`src/rtl/secadd_seq.sv`:
```
// Sequencer around a 2-share Boolean-masked ripple-carry SecAdd: gathers operands and fresh
// randomness, exposes them to the adder only once complete, captures the shares, then scrubs.
module secadd_seq #(
  parameter int unsigned K      = 16,
  parameter int unsigned RW     = 16,
  parameter int unsigned SETTLE = 2
) (
  input  logic          clk_i,
  input  logic          rst_i,
  input  logic          in_valid_i,
  output logic          in_ready_o,
  input  logic [K-1:0]  x0_i,
  input  logic [K-1:0]  x1_i,
  input  logic [K-1:0]  y0_i,
  input  logic [K-1:0]  y1_i,
  input  logic          rnd_valid_i,
  output logic          rnd_ready_o,
  input  logic [RW-1:0] rnd_i,
  output logic          out_valid_o,
  input  logic          out_ready_i,
  output logic [K-1:0]  z0_o,
  output logic [K-1:0]  z1_o,
  output logic          busy_o
);

  localparam int unsigned NR     = 3 * (K - 1);
  localparam int unsigned NBEATS = (NR + RW - 1) / RW;
  localparam int unsigned BW     = (NBEATS > 1) ? $clog2(NBEATS) : 1;
  localparam int unsigned SW     = (SETTLE > 1) ? $clog2(SETTLE) : 1;
  localparam int unsigned PIW    = $clog2(NR);

  typedef enum logic [1:0] {S_IDLE, S_RAND, S_COMPUTE, S_OUT} state_t;

  state_t         state_q, state_d;
  logic [K-1:0]   hx0_q, hx1_q, hy0_q, hy1_q, hx0_d, hx1_d, hy0_d, hy1_d;
  logic [K-1:0]   ax0_q, ax1_q, ay0_q, ay1_q, ax0_d, ax1_d, ay0_d, ay1_d;
  logic [K-1:0]   z0_q, z1_q, z0_d, z1_d;
  logic [NR-1:0]  pool_q, pool_d;
  logic [BW-1:0]  beat_q, beat_d;
  logic [SW-1:0]  settle_q, settle_d;
  logic [K-1:0]   sz0, sz1;

  // ISW AND of two 2-share bits; returns {c1, c0}
  function automatic logic [1:0] sec_and(input logic a0, input logic a1,
                                         input logic b0, input logic b1, input logic r);
    logic c0, c1;
    c0 = (a0 & b0) ^ r;
    c1 = (a1 & b1) ^ ((a0 & b1) ^ r) ^ (a1 & b0);
    return {c1, c0};
  endfunction

  // carry(i+1) = maj(x,y,c) as three masked ANDs; LSB carry shares are zero, final carry dropped
  function automatic logic [2*K-1:0] sec_add(input logic [K-1:0] x0, input logic [K-1:0] x1,
                                             input logic [K-1:0] y0, input logic [K-1:0] y1,
                                             input logic [K-2:0] rxy, input logic [K-2:0] rxc,
                                             input logic [K-2:0] ryc);
    logic [K-1:0] c0, c1;
    logic [1:0]   p, q, s;
    c0 = '0;
    c1 = '0;
    for (int i = 0; i < int'(K) - 1; i++) begin
      p = sec_and(x0[i], x1[i], y0[i], y1[i], rxy[i]);
      q = sec_and(x0[i], x1[i], c0[i], c1[i], rxc[i]);
      s = sec_and(y0[i], y1[i], c0[i], c1[i], ryc[i]);
      c0[i+1] = p[0] ^ q[0] ^ s[0];
      c1[i+1] = p[1] ^ q[1] ^ s[1];
    end
    return {x1 ^ y1 ^ c1, x0 ^ y0 ^ c0};
  endfunction

  assign {sz1, sz0} = sec_add(ax0_q, ax1_q, ay0_q, ay1_q,
                              pool_q[K-2:0], pool_q[2*K-3:K-1], pool_q[3*K-4:2*K-2]);

  always_ff @(posedge clk_i or posedge rst_i) begin
    if (rst_i) begin
      state_q  <= S_IDLE;
      hx0_q    <= '0;
      hx1_q    <= '0;
      hy0_q    <= '0;
      hy1_q    <= '0;
      ax0_q    <= '0;
      ax1_q    <= '0;
      ay0_q    <= '0;
      ay1_q    <= '0;
      z0_q     <= '0;
      z1_q     <= '0;
      pool_q   <= '0;
      beat_q   <= '0;
      settle_q <= '0;
    end else begin
      state_q  <= state_d;
      hx0_q    <= hx0_d;
      hx1_q    <= hx1_d;
      hy0_q    <= hy0_d;
      hy1_q    <= hy1_d;
      ax0_q    <= ax0_d;
      ax1_q    <= ax1_d;
      ay0_q    <= ay0_d;
      ay1_q    <= ay1_d;
      z0_q     <= z0_d;
      z1_q     <= z1_d;
      pool_q   <= pool_d;
      beat_q   <= beat_d;
      settle_q <= settle_d;
    end
  end

  always_comb begin
    state_d  = state_q;
    hx0_d    = hx0_q;
    hx1_d    = hx1_q;
    hy0_d    = hy0_q;
    hy1_d    = hy1_q;
    ax0_d    = ax0_q;
    ax1_d    = ax1_q;
    ay0_d    = ay0_q;
    ay1_d    = ay1_q;
    z0_d     = z0_q;
    z1_d     = z1_q;
    pool_d   = pool_q;
    beat_d   = beat_q;
    settle_d = settle_q;
    unique case (state_q)
      S_IDLE: begin
        if (in_valid_i) begin
          hx0_d   = x0_i;
          hx1_d   = x1_i;
          hy0_d   = y0_i;
          hy1_d   = y1_i;
          beat_d  = '0;
          state_d = S_RAND;
        end
      end
      S_RAND: begin
        if (rnd_valid_i) begin
          // surplus bits of the last beat fall outside the pool and are dropped
          for (int j = 0; j < int'(RW); j++) begin
            if (int'(beat_q) * int'(RW) + j < int'(NR))
              pool_d[PIW'(int'(beat_q) * int'(RW) + j)] = rnd_i[j];
          end
          beat_d = beat_q + BW'(1);
          if (beat_q == BW'(NBEATS - 1)) begin
            ax0_d    = hx0_q;
            ax1_d    = hx1_q;
            ay0_d    = hy0_q;
            ay1_d    = hy1_q;
            settle_d = '0;
            state_d  = S_COMPUTE;
          end
        end
      end
      S_COMPUTE: begin
        if (settle_q == SW'(SETTLE - 1)) begin
          z0_d    = sz0;
          z1_d    = sz1;
          ax0_d   = '0;
          ax1_d   = '0;
          ay0_d   = '0;
          ay1_d   = '0;
          state_d = S_OUT;
        end else begin
          settle_d = settle_q + SW'(1);
        end
      end
      S_OUT: begin
        if (out_ready_i) begin
          hx0_d   = '0;
          hx1_d   = '0;
          hy0_d   = '0;
          hy1_d   = '0;
          ax0_d   = '0;
          ax1_d   = '0;
          ay0_d   = '0;
          ay1_d   = '0;
          z0_d    = '0;
          z1_d    = '0;
          pool_d  = '0;
          state_d = S_IDLE;
        end
      end
      default: state_d = S_IDLE;
    endcase
  end

  assign in_ready_o  = (state_q == S_IDLE);
  assign rnd_ready_o = (state_q == S_RAND);
  assign out_valid_o = (state_q == S_OUT);
  assign busy_o      = (state_q != S_IDLE);
  assign z0_o        = z0_q;
  assign z1_o        = z1_q;

endmodule

```
`config.mk`:
```
export PLATFORM = sky130hd
export DESIGN_NAME = secadd_seq
export DESIGN_NICKNAME = d
export VERILOG_FILES = /design/src/rtl/secadd_seq.sv
export SDC_FILE = /design/constraint.sdc
export NUM_CORES = 1
export LEC_CHECK = 0
export ABC_AREA = 1
export CAP_MARGIN = 20
export CORE_MARGIN = 3
export CORE_UTILIZATION = 45
export CTS_BUF_LIST = sky130_fd_sc_hd__clkbuf_8
export CTS_CLUSTER_DIAMETER = 150
export DETAILED_ROUTE_END_ITERATION = 12
export GPL_ROUTABILITY_DRIVEN = 0
export PLACE_DENSITY = 0.73
export SLEW_MARGIN = 20
export SYNTH_ARGS = -nofsm -noshare
export SYNTH_HDL_FRONTEND = slang
export SYNTH_SLANG_ARGS = --single-unit
```
`constraint.sdc`:
```
create_clock -name clk_i -period 17.33 [get_ports clk_i]
set_input_delay 2.5995 -clock clk_i [delete_from_list [all_inputs] [get_ports clk_i]]
set_output_delay 2.5995 -clock clk_i [all_outputs]
set_load 0.1 [all_outputs]
```
Yosys cells after proc, flatten, opt, wreduce, memory -nomap -nowiden
Cells that the tools add are included.
Widths: inputs -> output; s select.
Storage, ports and cells
  logic and storage cells: 663
  input bits: 85
  output and inout port bits: 36
  register bits: 210
Operators by class
  equality and inequality tests: 9
  bitwise operators: 408
  add/sub/neg operators: 17
  muxes and demuxes: 136
  reductions and logical operators: 31
  magnitude comparators: 48
Operator list (number)
  $mux 45: 48
  $bwmux 45: 16
  $lt 32x7->1 const B: 15
  $mux 16: 16
  $xor 1x1->1: 232
  $pmux 16 s2: 6
  $pmux 16 s3: 4
  $and 1x1->1: 172
  $lt 6x8->1 const B: 16
  $ge 6x1->1 const B: 16
  $demux 1 s6: 15
  $pmux 45 s2: 1
  $xor 16x16->16: 4
  $add 6x4->7 const B: 8
  $add 6x3->7 const B: 4
  $mux 1: 19
  $logic_and 1x1->1: 16
  $reduce_and 3->1: 5
  $add 6x2->7 const B: 2
  $mux 2: 7
  $reduce_bool 2->1: 6
  $reduce_and 5->1: 2
  $pmux 2 s4: 1
  $add 6x1->7 const B: 1
  12 further kinds: 17

Longest topological paths before layout
  depth after elaboration: 93
  depth in mapped cells: 82
  depth with buffers taken out: 82

Worst setup path after synthesis
OpenSTA, ideal clock, no wires.
  kind: reg-to-reg
  start point: register ax0_q[0]
  end point: register z0_q[15], in the netlist z0_o[15]
  data required time: 17210 ps
  path buffers: 0
  cell stages (with the launch flop): 66
  setup time: 120 ps
  slack: 11477 ps
  arrival time: 5734 ps
  cells stage by stage: dfrtp_1 ha_1 xnor2_1 nand2_2 nand2_4 nand2_1 nand2_1 nand2_2 nand2_2 nand3_1 nand2_1 nand2_2 nand2_2 nand3_1 nand2_1 nand2_2 nand2_2 nand3_1 (+30 left out) nand2_1 nand2_1 nand2_4 nand3_1 nand2_2 nand2_2 nand2_4 nand3_1 nand2_1 nand4_2 nand2_2 inv_1 nand2_2 xor2_2 xor2_1 nand2_1 nand3_1 nand2_1
Between the ends
  word-level cells in the longest chain between the ends: 63
  elaborated cells on any way between the ends: 91
  classes of those cells: 2 x mux; 89 x bitwise
Ends and longest elaborated chain
  from (decl): line 36  | logic [K-1:0] ax0_q, ax1_q, ay0_q, ay1_q, ax0_d, ax1_d, ay0_d, ay1_d;
  from (signal assigned): line 81  | ax0_q <= '0;
  from (signal assigned): line 96  | ax0_q <= ax0_d;
  $and 1x1->1 *: line 47  | c0 = (a0 & b0) ^ r;
  $xor 1x1->1 *: line 47
  $xor 1x1->1 * (2 in series): line 65  | c0[i+1] = p[0] ^ q[0] ^ s[0];
  $and 1x1->1: line 47
  $xor 1x1->1: line 47
  $xor 1x1->1: line 65
  $xor 1x1->1 *: line 65
  $and 1x1->1: line 47
  (+46 left out)
  $xor 1x1->1 *: line 65
  $and 1x1->1: line 47
  $xor 1x1->1: line 47
  $xor 1x1->1: line 65
  $xor 1x1->1 *: line 65
  $xor 16x16->16 *: line 68  | return {x1 ^ y1 ^ c1, x0 ^ y0 ^ c0};
  $mux 16 *: line 153  | if (settle_q == SW'(SETTLE - 1)) begin
  $pmux 16 s2 *: line 123  | unique case (state_q)
  to (signal assigned): line 100  | z0_q <= z0_d;
  to (decl): line 37  | logic [K-1:0] z0_q, z1_q, z0_d, z1_d;
Mark *: on every way between the ends. The rest lies on a longest branch, timed or not. The select of a mux whose other input is x is not followed.
A chain may end at the register's enable or synchronous reset.

Worst setup path after layout
  start point: register ax0_q[0]
  end point: register z1_q[15], in the netlist z1_o[15]
Between the ends
  word-level cells in the longest chain between the ends: 93
  elaborated cells on any way between the ends: 287
  classes of those cells: 2 x mux; 285 x bitwise
Ends and longest elaborated chain
  $and 1x1->1: line 48  | c1 = (a1 & b1) ^ ((a0 & b1) ^ r) ^ (a1 & b0);
  $xor 1x1->1 (3 in series): line 48
  $xor 1x1->1 (2 in series): line 66  | c1[i+1] = p[1] ^ q[1] ^ s[1];
  $and 1x1->1: line 48
  $xor 1x1->1 (3 in series): line 48
  $xor 1x1->1 (2 in series): line 66
  $and 1x1->1: line 48
  $xor 1x1->1 (3 in series): line 48
  (+66 left out)
  $xor 1x1->1 (2 in series): line 66
  $and 1x1->1: line 48
  $xor 1x1->1 (3 in series): line 48
  $xor 1x1->1: line 66
  $xor 1x1->1 *: line 66
  $xor 16x16->16 *: line 68
  $mux 16 *: line 153
  $pmux 16 s2 *: line 123
  to (signal assigned): line 101  | z1_q <= z1_d;
  to (decl): line 37
Marks and branches as above.

==> results.cfg <==
[run_status]
status = complete, no violations

[routing]
routedWlPerCell_um = 16.4
dr.pass1.iters = 5
drt.antenna.violating_nets = 0
drt_iter0_markers = 1145
drc = 0
routed_wl_mm = 35.8
via_per_inst = 5.39
vias = 11700

[logic_synthesis]
synth_nets = 1789
synth_top_area_cell = dfrtp_1
synth_area_per_cell_um2 = 7.79
ys_top_cells_by_count = 416 x nand2_1, 221 x nand3_1, 210 x dfrtp_1, 155 x o21ai_0, 151 x inv_1
synthXorXnorAreaFrac_pct = 10.9
syn_inst = 1665
yosysMostFrequentCell = nand2_1
ys_seq_area_share_pct = 40.5
synth.top_cell.area_share_pct = 40.5
postSynth.asyncResetShare_pct = 100
yosys_warnings = 0
yosysUniqueCellTypes = 34
synth_mux_area_share_pct = 0
synth_fa_ha_area_share_pct = 3.76
synth_top_family_by_area = simple AND/OR/NAND/NOR gates
synth_ff_type = dfrtp_1
synth.area.top_cells = dfrtp_1 41%, nand2_1 12%, nand3_1 8.5%
yosys_register_bits = 210
synth-compound-area-share_pct = 10.1
synth-simple-area-share_pct = 27.9
synth_area_mm2 = 0.0130
synth_edf_count = 0

[layout]
area_growth_pct = 18.8
nNetsFinal = 1893
final_area_mm2 = 0.0154
final_util_pct = 54.8
antennaDiodeCount = 0
drive_gt1_share_pct = 8.34

[critical_path]
required_ns = 17.75
cpMostUsedCell = nand2_1
r2r_cells = 65
path_class = flop to flop
cpMaxStageDelayCell = dfrtp_1
regToRegStartpoint = ax0_q[0]$_DFFE_PP0P_
worstSetupEndpointType = flop
cp_slowest_stage_delay_ns = 0.39
rr_endpoint = z1_o[15]$_DFFE_PP0P_
cp.arrival_ns = 7.24
critPathLaunchType = flop
path_max_fanout = 9
reg2reg_slack_ns = 10.50

[run]
cap_violations = 0

[timing]
setup_viol = 0
setup_slack_ns = 10.50
tns_ns = 0
finalCritPeriodShare_pct = 39.4
post-route-min-period_ns = 6.83
hold_viol_final = 0
fin_skew_ns = 0.0384
max_freq_ghz = 0.147
worstMarginPinSlew_ns = 1.10
rsz0062_at_grt = false
final-max-slew-violation-count = 0
max_slew_margin_pct = 26.1

[global_route]
grt_start_max_net_pins = 131
grt_use_total_pct = 23.5
grt_pass1_wl_mm = 59.4
first_global_vias = 11500
antenna_found_initial = 0
overflow = 0

[cts]
clockRootBuffer = clkbuf_8
cts_buffers = 38
h-tree-depth = 2
cts.clk_slew.worst_paths_ns = 0.06
cts_tree = done
cts_hold_buf = 0
postCtsSetupBuffers = 0
post_cts_resized = 0
clkLatencyLatePin_ns = 0.56
cts_sinks = 210
clock_path_buffers = 3

[floorplan]
die_x_um = 176
start_util_pct = 46.2
num_rows = 61
io_pins = 121
die_y_um = 176
die-area_mm2 = 0.0309
coreArea_mm2 = 0.0281

[worst_hold_path]
holdPathEnd = z0_o[11]$_DFFE_PP0P_
hold_path_depth = 2
hp-class = flop to flop
worstHoldStart = z0_o[11]$_DFFE_PP0P_

[placed_design]
dp_hpwl_mm = 25.4
dpl_worst_slack_ns = 10.56
placed_area_mm2 = 0.0145
io_buffers = 120
[critical path, delay by kind of cell, from the launching register on]
kind            cells  cell delay [ns]
simple gates       55             5.02
xor+xnor            2             0.46
flops               1             0.39
compound gates      2             0.29
buf+inv             5             0.28
fa+ha+maj           1             0.24
[cell usage in the layout, fill, tap and decap left out, types with 3 or more instances in the layout]
cell type / instances
nand2_1: 416
nand3_1: 221
dfrtp_1: 210
inv_1: 159
o21ai_0: 155
clkdlybuf4s50_1: 120
xor2_1: 97
xnor2_1: 61
nand4_1: 52
clkbuf_8: 44
o22ai_1: 39
ha_1: 39
nor2_1: 37
nand2_2: 30
inv_2: 14
nand2_4: 14
o31ai_1: 14
buf_4: 12
a21oi_1: 10
nand3_2: 9
o41ai_1: 6
clkinv_2: 6
bufinv_16: 6
nor2_4: 3
a22o_1: 3
[state kept, by name, summed over array words and instances, names as in the netlist]
register and flops:
pool_q 45, ax0_q 16, ax1_q 16, ay0_q 16
ay1_q 16, hx0_q 16, hx1_q 16, hy0_q 16
hy1_q 16, z0_o 16, z1_o 16, beat_q 2
state_q 2, settle_q 1
[metrics by stage]
step / instances / hold WS [ns]
2_1_floorplan: 1665 / 0.457
3_3_place_gp: 2107 / 0.467
3_5_place_dp: 2107 / 0.469
4_1_cts: 2176 / 0.483
5_1_grt: 2176 / 0.498
6_report: 2176 / 0.480
[how the worst max path moves through the flow]
| stage | startpoint | endpoint | slack [ns] | cells past startpoint |
|---|---|---|---|---|
| after floorplan | rst_i | ax0_q[0]$_DFFE_PP0P_ | 8.99 | 1 |
| after global placement | ax0_q[0]$_DFFE_PP0P_ | z1_o[15]$_DFFE_PP0P_ | 10.92 | 66 |
| after detailed placement | ax0_q[0]$_DFFE_PP0P_ | z1_o[15]$_DFFE_PP0P_ | 10.56 | 63 |
| after CTS | ax0_q[0]$_DFFE_PP0P_ | z1_o[15]$_DFFE_PP0P_ | 10.55 | 63 |
| after global routing | ax0_q[0]$_DFFE_PP0P_ | z1_o[15]$_DFFE_PP0P_ | 9.52 | 68 |
| final | ax0_q[0]$_DFFE_PP0P_ | z1_o[15]$_DFFE_PP0P_ | 10.50 | 65 |
[metal layers]
metal,global-route usage (%),wire (µm),up-vias
met5,0,0,-
met4,6.76,974,0
met3,3.61,2370,68
met2,36.6,16000,356
met1,33.9,16400,5607
li1,-,-,5702
[area by class of cell]
cell class / count / area, µm²
Clock inverter: 25 / 272
Clock buffer: 44 / 606
Sequential cell: 210 / 5260
Tap cell: 378 / 473
Timing Repair Buffer: 133 / 1300
Fill cell: 2651 / 12700
Multi-Input combinational cell: 1221 / 6870
Inverter: 165 / 627
[logic make-up after synthesis]
logic type	count (synthesis)
adders and majority gates	39
AOI/OAI and AO/OA	234
DFF	210
xor gates and xnor gates	160
buffers and inverters	234
and+or+nand+nor	788
Power is not shown: default switching activity piles up to over one toggle a cycle in this logic, so the estimate is an artifact.
